File: config.mk
export PLATFORM = sky130hd
export DESIGN_NAME = bcd_to_bin_seq
export DESIGN_NICKNAME = d
export VERILOG_FILES = /design/src/rtl/bcd_pkg.sv /design/src/rtl/bcd_digit_corr.sv /design/src/rtl/bcd_to_bin_seq.sv
export SDC_FILE = /design/constraint.sdc
export NUM_CORES = 1
export LEC_CHECK = 0
export ABC_AREA = 1
export BUFFER_PORTS_ARGS = -buffer_cell sky130_fd_sc_hd__buf_4
export CAP_MARGIN = 20
export CORE_UTILIZATION = 50
export DETAILED_ROUTE_END_ITERATION = 8
export GPL_TIMING_DRIVEN = 0
export PLACE_DENSITY = 0.75
export SLEW_MARGIN = 25
export SYNTH_ARGS = -nofsm -noshare
export SYNTH_HDL_FRONTEND = slang
export SYNTH_SLANG_ARGS = --single-unit
File: constraint.sdc
create_clock -name clk -period 1.7 [get_ports clk]
set_clock_uncertainty 0.05 [all_clocks]
set_input_delay 0.17 -clock clk [delete_from_list [all_inputs] [get_ports clk]]
set_output_delay 0.17 -clock clk [all_outputs]
set_load 0.1 [all_outputs]
File: src/rtl/bcd_pkg.sv
// Shared types and constants for the sequential BCD-to-binary converter.
package bcd_pkg;

  localparam int N_DIGITS_DEF = 3;

  localparam logic [3:0] BCD_MAX_DIGIT = 4'd9;
  localparam logic [3:0] CORR_THRESH   = 4'd8;
  localparam logic [3:0] CORR_SUB      = 4'd3;

  typedef enum logic [1:0] {
    IDLE = 2'd0,
    CONV = 2'd1,
    DONE = 2'd2
  } state_t;

  // Bits needed to hold 10**n - 1.
  function automatic int bin_w(int n);
    int p;
    int w;
    p = 1;
    w = 0;
    for (int i = 0; i < n; i++) p = p * 10;
    while ((1 << w) < p) w++;
    return w;
  endfunction

endpackage

File: src/rtl/bcd_digit_corr.sv
// One BCD digit correction step of reverse double-dabble.
module bcd_digit_corr
  import bcd_pkg::*;
(
  input  logic [3:0] d,
  output logic [3:0] q
);

  assign q = (d >= CORR_THRESH) ? d - CORR_SUB : d;

endmodule

File: src/rtl/bcd_to_bin_seq.sv
// Sequential BCD-to-binary converter, one bit per clock.
module bcd_to_bin_seq
  import bcd_pkg::*;
#(
  parameter int N_DIGITS = N_DIGITS_DEF,
  parameter int BIN_W    = bin_w(N_DIGITS)
) (
  input  logic                  clk,
  input  logic                  reset,
  input  logic                  in_valid,
  output logic                  in_ready,
  input  logic [4*N_DIGITS-1:0] bcd_in,
  output logic                  out_valid,
  input  logic                  out_ready,
  output logic [BIN_W-1:0]      bin_out,
  output logic                  err,
  output logic                  busy
);

  localparam int DW    = 4 * N_DIGITS;
  localparam int SR_W  = DW + BIN_W;
  localparam int CNT_W = $clog2(BIN_W + 1);

  state_t            state;
  state_t            state_nxt;
  logic [SR_W-1:0]   sr;
  logic [SR_W-1:0]   shifted;
  logic [SR_W-1:0]   sr_nxt;
  logic [DW-1:0]     corr;
  logic [N_DIGITS-1:0] bad;
  logic [CNT_W-1:0]  cnt;
  logic              any_bad;
  logic              last;
  logic              take_in;
  logic              take_out;

  assign shifted = sr >> 1;

  for (genvar i = 0; i < N_DIGITS; i++) begin : g_dig
    bcd_digit_corr u_corr (
      .d (shifted[BIN_W+4*i +: 4]),
      .q (corr[4*i +: 4])
    );
    assign bad[i] = bcd_in[4*i +: 4] > BCD_MAX_DIGIT;
  end

  assign sr_nxt   = {corr, shifted[BIN_W-1:0]};
  assign any_bad  = |bad;
  assign last     = cnt == CNT_W'(BIN_W - 1);
  assign take_in  = in_valid & in_ready;
  assign take_out = out_valid & out_ready;

  always_ff @(posedge clk) begin
    if (reset) state <= IDLE;
    else       state <= state_nxt;
  end

  always_comb begin
    state_nxt = state;
    in_ready  = 1'b0;
    out_valid = 1'b0;
    busy      = 1'b0;
    unique case (state)
      IDLE: begin
        in_ready = 1'b1;
        if (take_in) state_nxt = any_bad ? DONE : CONV;
      end
      CONV: begin
        busy = 1'b1;
        if (last) state_nxt = DONE;
      end
      DONE: begin
        busy      = 1'b1;
        out_valid = 1'b1;
        if (take_out) state_nxt = IDLE;
      end
      default: state_nxt = IDLE;
    endcase
  end

  always_ff @(posedge clk) begin
    if (reset) begin
      sr      <= '0;
      cnt     <= '0;
      bin_out <= '0;
      err     <= 1'b0;
    end else begin
      unique case (state)
        IDLE: begin
          if (take_in) begin
            err <= any_bad;
            cnt <= '0;
            if (any_bad) begin
              sr      <= '0;
              bin_out <= '0;
            end else begin
              sr <= {bcd_in, {BIN_W{1'b0}}};
            end
          end
        end
        CONV: begin
          sr  <= sr_nxt;
          cnt <= cnt + 1'b1;
          if (last) bin_out <= sr_nxt[BIN_W-1:0];
        end
        default: ;
      endcase
    end
  end

endmodule
After elaboration in Yosys (flattened, before gate mapping)
Index checks and enable logic that the tools add are counted.
W data, S select, Z words.
{"block": "totals", "reg_bits": 39, "input_bits": 16, "out_inout_bits": 14, "wordCells": 52}
{"block": "classes", "addsub": 4, "order_cmp": 6, "n_eq_ne": 7, "mux": 20, "n_bitwise": 2, "n_reduce_logical": 8}
{"op": "$mux W22", "count": 2}
{"op": "$pmux W22 S2", "count": 1}
{"op": "$mux W10", "count": 3}
{"op": "$pmux W10 S2", "count": 1}
{"op": "$mux W4", "count": 4}
{"op": "$gt A4 B4 Y1 const B", "count": 3}
{"op": "$ge A4 B4 Y1 const B", "count": 2}
{"op": "$mux W2", "count": 4}
{"op": "$ne A2 B2 Y1 const B", "count": 4}
{"op": "$pmux W4 S2", "count": 1}
{"op": "$sub A4 B2 Y4 const B", "count": 2}
{"op": "$pmux W2 S3", "count": 1}
{"op": "$add A4 B1 Y4 const B", "count": 1}
{"op": "$eq A4 B4 Y1 const B", "count": 1}
{"op": "$ge A3 B4 Y1 const B", "count": 1}
{"op": "$reduce_and A2 Y1", "count": 2}
{"op": "$reduce_and A4 Y1", "count": 1}
{"op": "$sub A3 B2 Y4 const B", "count": 1}
{"op": "$mux W1", "count": 3}
{"op": "$reduce_and A3 Y1", "count": 1}
{"op": "$reduce_or A3 Y1", "count": 1}
{"op": "$and A1 B1 Y1", "count": 2}
{"op": "$eq A2 B1 Y1 const B", "count": 1}
{"op": "$eq A2 B2 Y1 const B", "count": 1}
{"op": "other kinds (3)", "count": 3}

Longest topological paths before layout
Gate-level depths: netlist of the first run.
{"block": "depth", "depth_word": 5, "ltp_mapped": 9, "depth_no_buf": 8}

By module
From an unflattened synthesis of the first run, not the netlist that was laid out.
{"block": "hier_totals", "cells_unflattened": 287, "area_unflattened_um2": 2019.4}
{"module": "bcd_to_bin_seq", "instances": 1, "cells_per_inst": 239, "area_per_inst_um2": 1752.9, "seq_area_each_um2": 760.7}
{"module": "bcd_digit_corr", "instances": 3, "cells_per_inst": 16, "area_per_inst_um2": 88.8, "seq_area_each_um2": 0.0}

Worst setup path after synthesis of the first run
OpenSTA, ideal clock, no wires.
{"block": "synth_timing", "kind": "reg-to-reg", "startpoint": "register state[0]", "endpoint": "register bin_out[0]", "setup_ns": 0.119, "t_arrival_ns": 2.022, "t_required_ns": 1.531, "path_slack_ns": -0.491, "stages_incl_launch_ff": 9, "n_path_buf": 1, "synth_period_minus_slack_ns": 2.191, "path_cell_list": "dfxtp_1 -> inv_1 -> ha_1 -> inv_2 -> or2_4 -> and2_4 -> buf_6 -> a21oi_1 -> nor2_1"}
{"block": "synth_via", "elab_chain_len": 5, "word_cells_on_any_way": 10, "classes_between": "4 x eq/ne; 2 x mux; 1 x bitwise; 3 x reduce/logical"}
{"element": "start, declared", "line_no": "bcd_to_bin_seq.sv:24", "source": "state_t state;"}
{"element": "start signal, assigned", "line_no": "bcd_to_bin_seq.sv:55", "source": "else state <= state_nxt;"}
{"element": "$logic_not A2 Y1", "line_no": "bcd_to_bin_seq.sv:63", "source": "unique case (state)"}
{"element": "$mux W1", "line_no": "bcd_to_bin_seq.sv:63"}
{"element": "via in_ready", "line_no": "bcd_to_bin_seq.sv:11", "source": "output logic in_ready,"}
{"element": "$and A1 B1 Y1", "line_no": "bcd_to_bin_seq.sv:50", "source": "assign take_in = in_valid & in_ready;"}
{"element": "$ne A2 B2 Y1 (no source line)"}
{"element": "$reduce_and A4 Y1 (no source line)"}
{"element": "end signal, assigned", "line_no": "bcd_to_bin_seq.sv:104", "source": "if (last) bin_out <= sr_nxt[BIN_W-1:0];"}
{"element": "end, declared", "line_no": "bcd_to_bin_seq.sv:15", "source": "output logic [BIN_W-1:0] bin_out,"}
The timed path passes the listed nets, and every way through them passes these cells.
A chain may end at the register's enable or synchronous reset.

Worst setup path after layout of the first run
{"block": "layout_timing", "startpoint": "register state[1]", "endpoint": "register bin_out[4]"}
{"block": "layout_via", "elab_chain_len": 5, "word_cells_on_any_way": 10, "classes_between": "4 x eq/ne; 2 x mux; 1 x bitwise; 3 x reduce/logical"}
{"element": "$logic_not A2 Y1", "line_no": "bcd_to_bin_seq.sv:63, bcd_to_bin_seq.sv:88"}
{"element": "$mux W1", "line_no": "bcd_to_bin_seq.sv:63"}
{"element": "$and A1 B1 Y1", "line_no": "bcd_to_bin_seq.sv:50"}
{"element": "$ne A2 B2 Y1 (no source line)"}
{"element": "$reduce_and A4 Y1 (no source line)"}
Several ways; a longest one is shown, not always the timed one.

==> out/qor.txt, run 1 <==
CTS sink cnt = 38
kind of critical path = flip-flop to flip-flop
P_leak = 1.03 nW
CTS buffer count = 5
Final Max Slew Viols = 0
Root Driver = clkbuf_8
Worst Slack Setup Final = 0.119 ns
DRT antenna net count = 0
Placer Congestion = 0.805
Slew HR = 69.9%
CP endpoint kind = flip-flop
die area = 4090 um^2
Reg area = 762 um^2
Worst Path Required = 1.83 ns
GRT Total Usage = 23.8%
area of the multi-input gates = 1010 um^2
Synth cell types = 26
Yosys warning count = 0
WL final = 4.34 mm
H-Tree Depth = 2
MaxCap Viol Count = 0
setup tns final = 0 ns
#FFs+latches synth = 38
area grow syn2layout = 23.7%
drt initial violations = 129
RSZ-0062 raised after global routing = false
pin count of the biggest net entering global routing = 12
post-synthesis sequential area ratio = 39.7%
Pwr Density = 1380 nW/um^2
DR pass1 iterations = 4
die width = 63.9 um
Synth Net Count = 284
Routed WL per cell = 12.5 um
Fmax achieved = 633 MHz
WP data arrival = 1.71 ns
worst-case clock buffer depth = 2
placed inst area = 2210 um^2
DRC = 0
die height = 63.9 um
final instance area = 2370 um^2
ratio of cells with drive above 1 in the final layout = 24.4%
Power, Total = 3.27 mW
Clock Pin Slew Worst Setup and Hold Paths = 0.07 ns
io pins = 30
Vias = 1814
Port Buffers = 29
Layout Nets = 324
Rows = 22
status = finished clean
filler instances = 335
grt ovf = 0
clk_lat worst skew = 0.29 ns
dpl ws = -0.112 ns
crit path time final = 1.58 ns
Final Hold Viols = 0
Cells after Synth = 259
synthesized area per cell = 7.41 um^2
fin crit share = 93.0%
Worst IR Drop VDD = 896 uV
Core Region = 3660 um^2
Initial Util = 52.4%
CTS tree = done
Startpoint Class = flip-flop
peak fanout along the critical path = 10
worst hold path class = primary input to flip-flop
first-pass GRT wire length = 7.49 mm
antenna fix cells = 0
Cell Area, Synth = 1920 um^2
vias in the first global route = 1645
Finish-stage setup viols = 0
initial antenna violation count = 0
HPWL reported at the end of detailed placement = 3.11 mm
drt via density = 5.23
commonest non-fill, non-tap cell in the layout = nand2_1
Worst-Margin Slew = 0.451 ns
most frequent cells in the layout = nand2_1 (59), dfxtp_1 (37), buf_4 (35)
Worst Hold Slack = 0.0184 ns
-- state kept, by name, summed over array words and instances, names as in the netlist --
name and flops:
cnt 4, err 1, sr 21, state 2, bin_out 10
-- timing repair --
action / in CTS / in global routing
setup buffers: 0 / 4
setup endpoints to repair: 12 / 21
gates resized for setup: 2 / 10
hold buffers: 0 / 0
-- through the flow --
step	utilization, %	cells
after floorplan	-	259
after global placement	60.4	336
after detailed placement	60.4	336
after CTS	63.5	343
after global routing	64.8	347
final	64.8	347
-- where the power goes --
part	leakage (nW)	internal (mW)	switching, mW
clock network	0.0573	0.469	0.306
logic	0.659	0.403	1.02
registers	0.311	1.00	0.0708
total	1.03	1.87	1.40
-- final timing paths --
path / start / endpoint / slack, ns / depth (start not counted)
setup / recovery: state[1] / bin_out[4] / 0.12 / 8
hold / removal: reset / cnt[1] / 0.02 / 2
setup reg to reg: state[1] / bin_out[4] / 0.12 / 8
hold reg to reg: sr[21] / sr[21] / 0.42 / 2
-- per-layer routing --
metal,up-vias,track usage (%),share of wire [%]
met1,822,30.0,47
met5,-,0,0
li1,941,-,-
met3,5,6.43,5.0
met2,46,39.0,47
met4,0,7.67,1.3
-- worst max-delay path, cell delays in order, from the launching register on --
cell and delay, ns:
dfxtp_2 0.33, inv_1 0.11, ha_4 0.18, inv_2 0.04
or2_4 0.23, and2_4 0.18, buf_6 0.14, a21oi_1 0.15
nor2_1 0.06
-- synthesized netlist by cell type --
master	n	share of area (%)
nand2_1	60	12
dfxtp_1	38	40
a21oi_1	34	8.9
o21ai_0	21	5.5
nand3_1	17	4.4
inv_1	16	3.1
nor2_1	16	3.1
nand3_2	10	5.2
ha_1	9	5.9
a31oi_1	8	2.6
buf_2	6	1.6
clkbuf_1	5	0.98
and3_1	2	0.65
buf_6	2	1.2
inv_2	2	0.39
nor3_1	2	0.52
o211ai_1	2	0.78
a211oi_1	1	0.39
and2_4	1	0.46
and3_2	1	0.39
buf_1	1	0.20
buf_4	1	0.39
clkbuf_8	1	0.72
nand3b_1	1	0.39
nor3b_1	1	0.39
or2_4	1	0.46
-- area by class of cell --
| cell class | instances | area share (%) |
|---|---|---|
| clock buffer | 6 | 3.48 |
| sequential | 38 | 32.1 |
| buffer | 16 | 4.74 |
| tap | 48 | 2.53 |
| multi-input combinational | 187 | 42.6 |
| clock inverter | 1 | 1.27 |
| inverter | 18 | 2.85 |
| timing repair buffer | 33 | 10.4 |
-- cells by family (layout without fill, tap and decap cells) --
| kind of cell | Yosys count | count (layout) | synth area share (%) |
|---|---|---|---|
| AOI/OAI and AO/OA | 66 | 66 | 18.1 |
| adders and majority gates | 9 | 9 | 5.87 |
| and+or+nand+nor | 112 | 112 | 27.8 |
| DFF | 38 | 38 | 39.7 |
| buffers and inverters | 34 | 74 | 8.55 |
Power figures use the tool's default switching activity.
==> inputs of run 2 (changes only) <==
CELL_PAD_IN_SITES_DETAIL_PLACEMENT = 0   (was default)
CELL_PAD_IN_SITES_GLOBAL_PLACEMENT = 1   (was default)
CORE_UTILIZATION = 40   (was 50)
GPL_TIMING_DRIVEN = default   (was 0)
PLACE_DENSITY = 0.81   (was 0.75)
RECOVER_POWER = 50   (was default)
==> out/qor.txt, run 2 (synthesized netlist as in run 1, its figures left out) <==
status = finished with violations
failing checks = design-rule violations
Core Region = 4470 um^2 (+22%)
commonest non-fill, non-tap cell in the layout = nand2_1
CTS sink cnt = 38 (unchanged)
Vias = 1744 (-3.9%)
Clock Pin Slew Worst Setup and Hold Paths = 0.08 ns (about the same)
Worst Slack Setup Final = 0.134 ns (+0.0149 ns)
HPWL reported at the end of detailed placement = 2.92 mm (-6.1%)
placed inst area = 2240 um^2 (+1.3%)
io pins = 30 (unchanged)
Rows = 24 (+9.1%)
crit path time final = 1.57 ns (-0.0149 ns)
most frequent cells in the layout = nand2_1 (59), dfxtp_1 (38), a21oi_1 (34)
Hold Startpoint = bcd_in[8]
CTS buffer count = 5 (unchanged)
Worst IR Drop VDD = 1080 uV (+21%)
R2R Path Start = state[1]
Largest Register = sr
post-CTS setup buffers = 0 (unchanged)
dpl ws = 0.133 ns (+0.246 ns)
peak fanout along the critical path = 20 (+10)
drt initial violations = 73 (-43%)
CP endpoint kind = flip-flop
final instance area = 2300 um^2 (-2.9%)
Finish-stage setup viols = 0 (unchanged)
DR pass1 iterations = 6 (+2)
Setup crit end = bin_out[4]
Final Hold Viols = 0 (unchanged)
H-Tree Depth = 2 (unchanged)
setup tns final = 0 ns (unchanged)
GRT Total Usage = 17.2% (-6.6 points)
MaxCap Viol Count = 0 (unchanged)
P_leak = 0.981 nW (-4.5%)
die width = 71.2 um (+11%)
clk_lat worst skew = 0.29 ns (about the same)
Final Max Slew Viols = 0 (unchanged)
Slew HR = 64.1% (-5.8 points)
Routed WL per cell = 11.9 um (-4.9%)
Worst R2R End = bin_out[4]
die area = 5080 um^2 (+24%)
r2r setup slk = 0.13 ns (about the same)
Port Buffers = 29 (unchanged)
Layout Nets = 315 (-2.8%)
DRC = 2 (+2)
DRT antenna net count = 0 (unchanged)
vias in the first global route = 1568 (-4.7%)
kind of critical path = flip-flop to flip-flop
Largest regs = sr (21), bin_out (10), cnt (4)
max FFs per register = 21 (unchanged)
initial antenna violation count = 0 (unchanged)
Worst-Margin Slew = 0.540 ns (+0.0888 ns)
WP data arrival = 1.70 ns (about the same)
Pwr Density = 1330 nW/um^2 (-3.2%)
worst-case clock buffer depth = 2 (unchanged)
Fmax achieved = 639 MHz (+0.95%)
die height = 71.2 um (+11%)
Startpoint Class = flip-flop
WL final = 4.08 mm (-6.0%)
CTS tree = done
first-pass GRT wire length = 6.89 mm (-8.0%)
worst hold path class = primary input to flip-flop
CP Launch Point = state[1]
antenna fix cells = 0 (unchanged)
Initial Util = 42.9% (-9.5 points)
Placer Congestion = 0.793 (-1.5%)
FF-to-FF path depth = 8 (unchanged)
ratio of cells with drive above 1 in the final layout = 22.7% (-1.7 points)
Worst Hold Slack = 0.0824 ns (+0.0640 ns)
pin count of the biggest net entering global routing = 21 (+9)
Root Driver = clkbuf_8
grt ovf = 0 (unchanged)
drt via density = 5.08 (-2.7%)
fin crit share = 92.1% (-0.87 points)
area grow syn2layout = 20.2%
RSZ-0062 raised after global routing = false
Worst Path Required = 1.84 ns (about the same)
==> run 2: cell count changes in the layout (fill, tap and decap cells not counted), sizes merged <==
cell      delta
buf         -14
clkbuf       +5
bufinv       -1
clkinv       +1
clkinvlp     +1
==> run 2: layout make-up <==
| cell class | instances | area, um^2 |
|---|---|---|
| clock buffer | 6 | 82.6 |
| clock inverter | 2 | 12.5 |
| fill | 487 | 2170 |
| inverter | 18 | 67.6 |
| multi-input combinational | 187 | 1010 |
| sequential | 38 | 761 |
| tap | 52 | 65.1 |
| timing repair buffer | 40 | 305 |
==> run 2: what timing repair did <==
item	4_1_cts	5_1_grt
gates resized for setup	0	3
setup endpoints to repair	0	2
hold buffers	0	0
==> run 2: power breakdown <==
part	total (mW)	internal [mW]	switching, mW
logic	1.35	0.359	0.993
clock network	0.659	0.326	0.333
registers	1.06	0.999	0.0655
==> run 2: worst min-delay path by stage <==
stage / end / slack, ns / depth (start not counted)
final: sr[18] / 0.08 / 3
after detailed placement: sr[18] / 0.39 / 3
after global placement: sr[18] / 0.38 / 3
after floorplan: cnt[1] / 0.19 / 1
after CTS: sr[18] / 0.08 / 3
after global routing: sr[18] / 0.08 / 3
==> run 2: routing by layer <==
layer  wire length [um]  share of wire (%)  GRT usage [%]
met1               2100                 51           22.8
met2               1830                 45           26.7
met4                 27               0.66           6.67
met5                  0                  0              0
met3                121                3.0           4.64
==> run 2: metrics by stage <==
stage / power (mW) / cells / util (%)
after floorplan: 2.20 / 259 / -
after global placement: 2.48 / 335 / 50.1
after detailed placement: 2.49 / 335 / 50.1
after CTS: 3.15 / 343 / 52.2
after global routing: 3.26 / 343 / 51.5
final: 3.07 / 343 / 51.5
==> run 2: critical path, cell delays in order (launching register included) <==
cell	delay [ns]
dfxtp_1	0.33
inv_1	0.12
ha_4	0.17
inv_2	0.04
or2_4	0.23
and2_4	0.17
buf_12	0.15
a21oi_1	0.16
nor2_1	0.06
==> inputs of run 3 (changes only) <==
PLACE_DENSITY = 0.85   (was 0.81)
SETUP_SLACK_MARGIN = 0.05   (was default)
SYNTH_HIERARCHICAL = 1   (was default)
==> out/qor.txt, run 3 <==
status = finished clean
DR pass1 iterations = 4 (-2)
Worst R2R End = state[1]
initial antenna violation count = 0 (unchanged)
Root Driver = clkbuf_8
CP endpoint kind = primary output
Primary FF master, synth = dfxtp_1
Hold Startpoint = reset
setup tns final = 0 ns (unchanged)
synth cell count leaders = nand2_1 (56), a21oi_1 (48), dfxtp_1 (38)
Final Hold Viols = 0 (unchanged)
area grow syn2layout = 18.6%
die height = 73.1 um (+2.5%)
Synth cell types = 26 (unchanged)
critical path's slowest cell = buf_2
CTS buffer count = 5 (unchanged)
Fmax achieved = 627 MHz (-1.8%)
kind of critical path = flip-flop to primary output
Cell Area, Synth = 2020 um^2 (+5.3%)
Core Region = 4790 um^2 (+7.0%)
pin count of the biggest net entering global routing = 25 (+19%)
most frequent cells in the layout = nand2_1 (56), a21oi_1 (44), dfxtp_1 (38)
crit path time final = 1.59 ns (+0.0281 ns)
Rows = 25 (+4.2%)
ratio of cells with drive above 1 in the final layout = 19.1% (-3.6 points)
critical path's largest stage delay = 0.41 ns (+0.08 ns)
crit-path leading delay family = buffers and inverters
DRC = 0 (-2)
worst-case clock buffer depth = 2 (unchanged)
Post-Route Utilization = 50.0% (-1.5 points)
commonest non-fill, non-tap cell in the layout = nand2_1
worst-path cell chain = inv_2, ha_4, buf_2
CTS sink cnt = 38 (unchanged)
post-synthesis sequential area ratio = 37.7% (-2.0 points)
largest cells by area after synthesis = dfxtp_1 (38%), a21oi_1 (12%), nand2_1 (10%)
Routed WL per cell = 11.3 um (-4.7%)
Largest regs = sr (21), bin_out (10), cnt (4)
most area-hungry cell type in the Yosys netlist = dfxtp_1
r2r setup slk = 0.13 ns (about the same)
drt via density = 4.89 (-3.8%)
Post-synth ARST share = 0% (unchanged)
die width = 73.1 um (+2.5%)
H-Tree Depth = 2 (unchanged)
Layout Nets = 346 (+9.8%)
Finish-stage setup viols = 0 (unchanged)
Worst-Margin Slew = 0.542 ns (+0.00123 ns)
vias in the first global route = 1753 (+12%)
GRT Total Usage = 18.7% (+1.5 points)
top-area cell type share of the netlist area = 37.7% (-2.0 points)
antenna fix cells = 0 (unchanged)
grt ovf = 0 (unchanged)
max FFs per register = 21 (unchanged)
cell with the most instances after synthesis = nand2_1
DRT antenna net count = 0 (unchanged)
Clock Pin Slew Worst Setup and Hold Paths = 0.08 ns (about the same)
RSZ-0062 raised after global routing = true
Slew HR = 64.1% (-0.081 points)
Yosys warning count = 6 (+6)
worst hold path class = primary input to flip-flop
Placer Congestion = 0.767 (-3.4%)
hold depth = 2 (-1)
Worst Path Required = 1.48 ns (-0.36 ns)
R2R Path Start = state[1]
WL final = 4.38 mm (+7.5%)
fin crit share = 93.8% (+1.7 points)
Vias = 1892 (+8.5%)
io pins = 30 (unchanged)
Largest Register = sr
first-pass GRT wire length = 7.78 mm (+13%)
synthesized area per cell = 7.04 um^2 (-5.0%)
die area = 5340 um^2 (+5.1%)
MaxCap Viol Count = 0 (unchanged)
Port Buffers = 29 (unchanged)
CTS tree = done
#FFs+latches synth = 38 (unchanged)
drt initial violations = 128 (+75%)
worst path bufs/invs = 2 (-1)
Cells after Synth = 287 (+11%)
WP data arrival = 1.37 ns (-0.33 ns)
Final Max Slew Viols = 0 (unchanged)
clk_lat worst skew = 0.29 ns (about the same)
peak fanout along the critical path = 3 (-85%)
Initial Util = 42.2% (-0.67 points)
FF-to-FF path depth = 9 (+1)
number of flops mapped to enable cells by yosys = 0 (unchanged)
Hold Path End = sr[1]
Startpoint Class = flip-flop
HPWL reported at the end of detailed placement = 3.14 mm (+7.7%)
[run 3: cell types whose count changed after synthesis, sizes merged, moves of 3 or more]
cell / change
a21oi: +15
inv: +12
a31oi: -8
nand3: +8
a21boi: +3
xor2: +3
[run 3: per-layer routing]
layer	vias to the layer above	track usage [%]	wire, um
li1	997	-	-
met1	860	24.1	2210
met2	28	31.3	1990
met3	7	3.31	123
met4	0	6.54	62
met5	-	0	0
[run 3: worst register-to-register path, stage by stage (launching register included)]
cell and delay [ns]:
dfxtp_1 0.35, inv_2 0.07, ha_1 0.26, nand2_1 0.10, and2_4 0.31, nand2_4 0.10
inv_2 0.06, nand3_1 0.06, nand2_1 0.09, inv_1 0.03
[run 3: kinds of logic after synthesis]
logic type	after synthesis	share of synthesized area [%]
other	1	0.186
DFF	38	37.7
and+or+nand+nor	114	25.0
adders and majority gates	11	6.82
buffers and inverters	46	10.0
AOI/OAI and AO/OA	74	19.0
xor gates and xnor gates	3	1.30
[run 3: cell type report]
cell class | count | area, um^2
flip-flops and latches | 38 | 761
clock buffers | 6 | 82.6
well taps | 67 | 83.8
repair buffers | 36 | 233
clock inverters | 2 | 12.5
multi-input cells | 208 | 1110
fillers | 510 | 2390
inverters | 30 | 113
[run 3: repair_timing]
action | in CTS | in global routing
gates resized for setup | 0 | 3
buffers inserted | 0 | 0
hold buffers | 0 | 0
setup endpoints to repair | 0 | 22
[run 3: worst max-delay path by stage]
stage	cells past startpoint	to	slack, ns	start
final	3	busy	0.11	state[0]
after global routing	7	sr[13]	0.02	state[1]
after CTS	7	bin_out[1]	0.1	state[1]
after detailed placement	7	bin_out[1]	0.11	state[1]
after global placement	10	state[1]	0.14	state[0]
after floorplan	10	state[1]	0.04	state[1]
[run 3: metrics by stage]
stage                     cells  instance area (um^2)  hold slack [ns]  setup WS, ns
final                       387                  2390           0.0946         0.106
after global routing        387                  2390           0.0937        0.0184
after CTS                   387                  2430           0.0916        0.0996
after detailed placement    379                  2330            0.404         0.114
after global placement      379                  2330            0.405         0.139
after floorplan             292                  2070            0.198        0.0350
Power of run 3 is not shown: default switching activity piles up to over one toggle a cycle in this logic, so the estimate is an artifact.
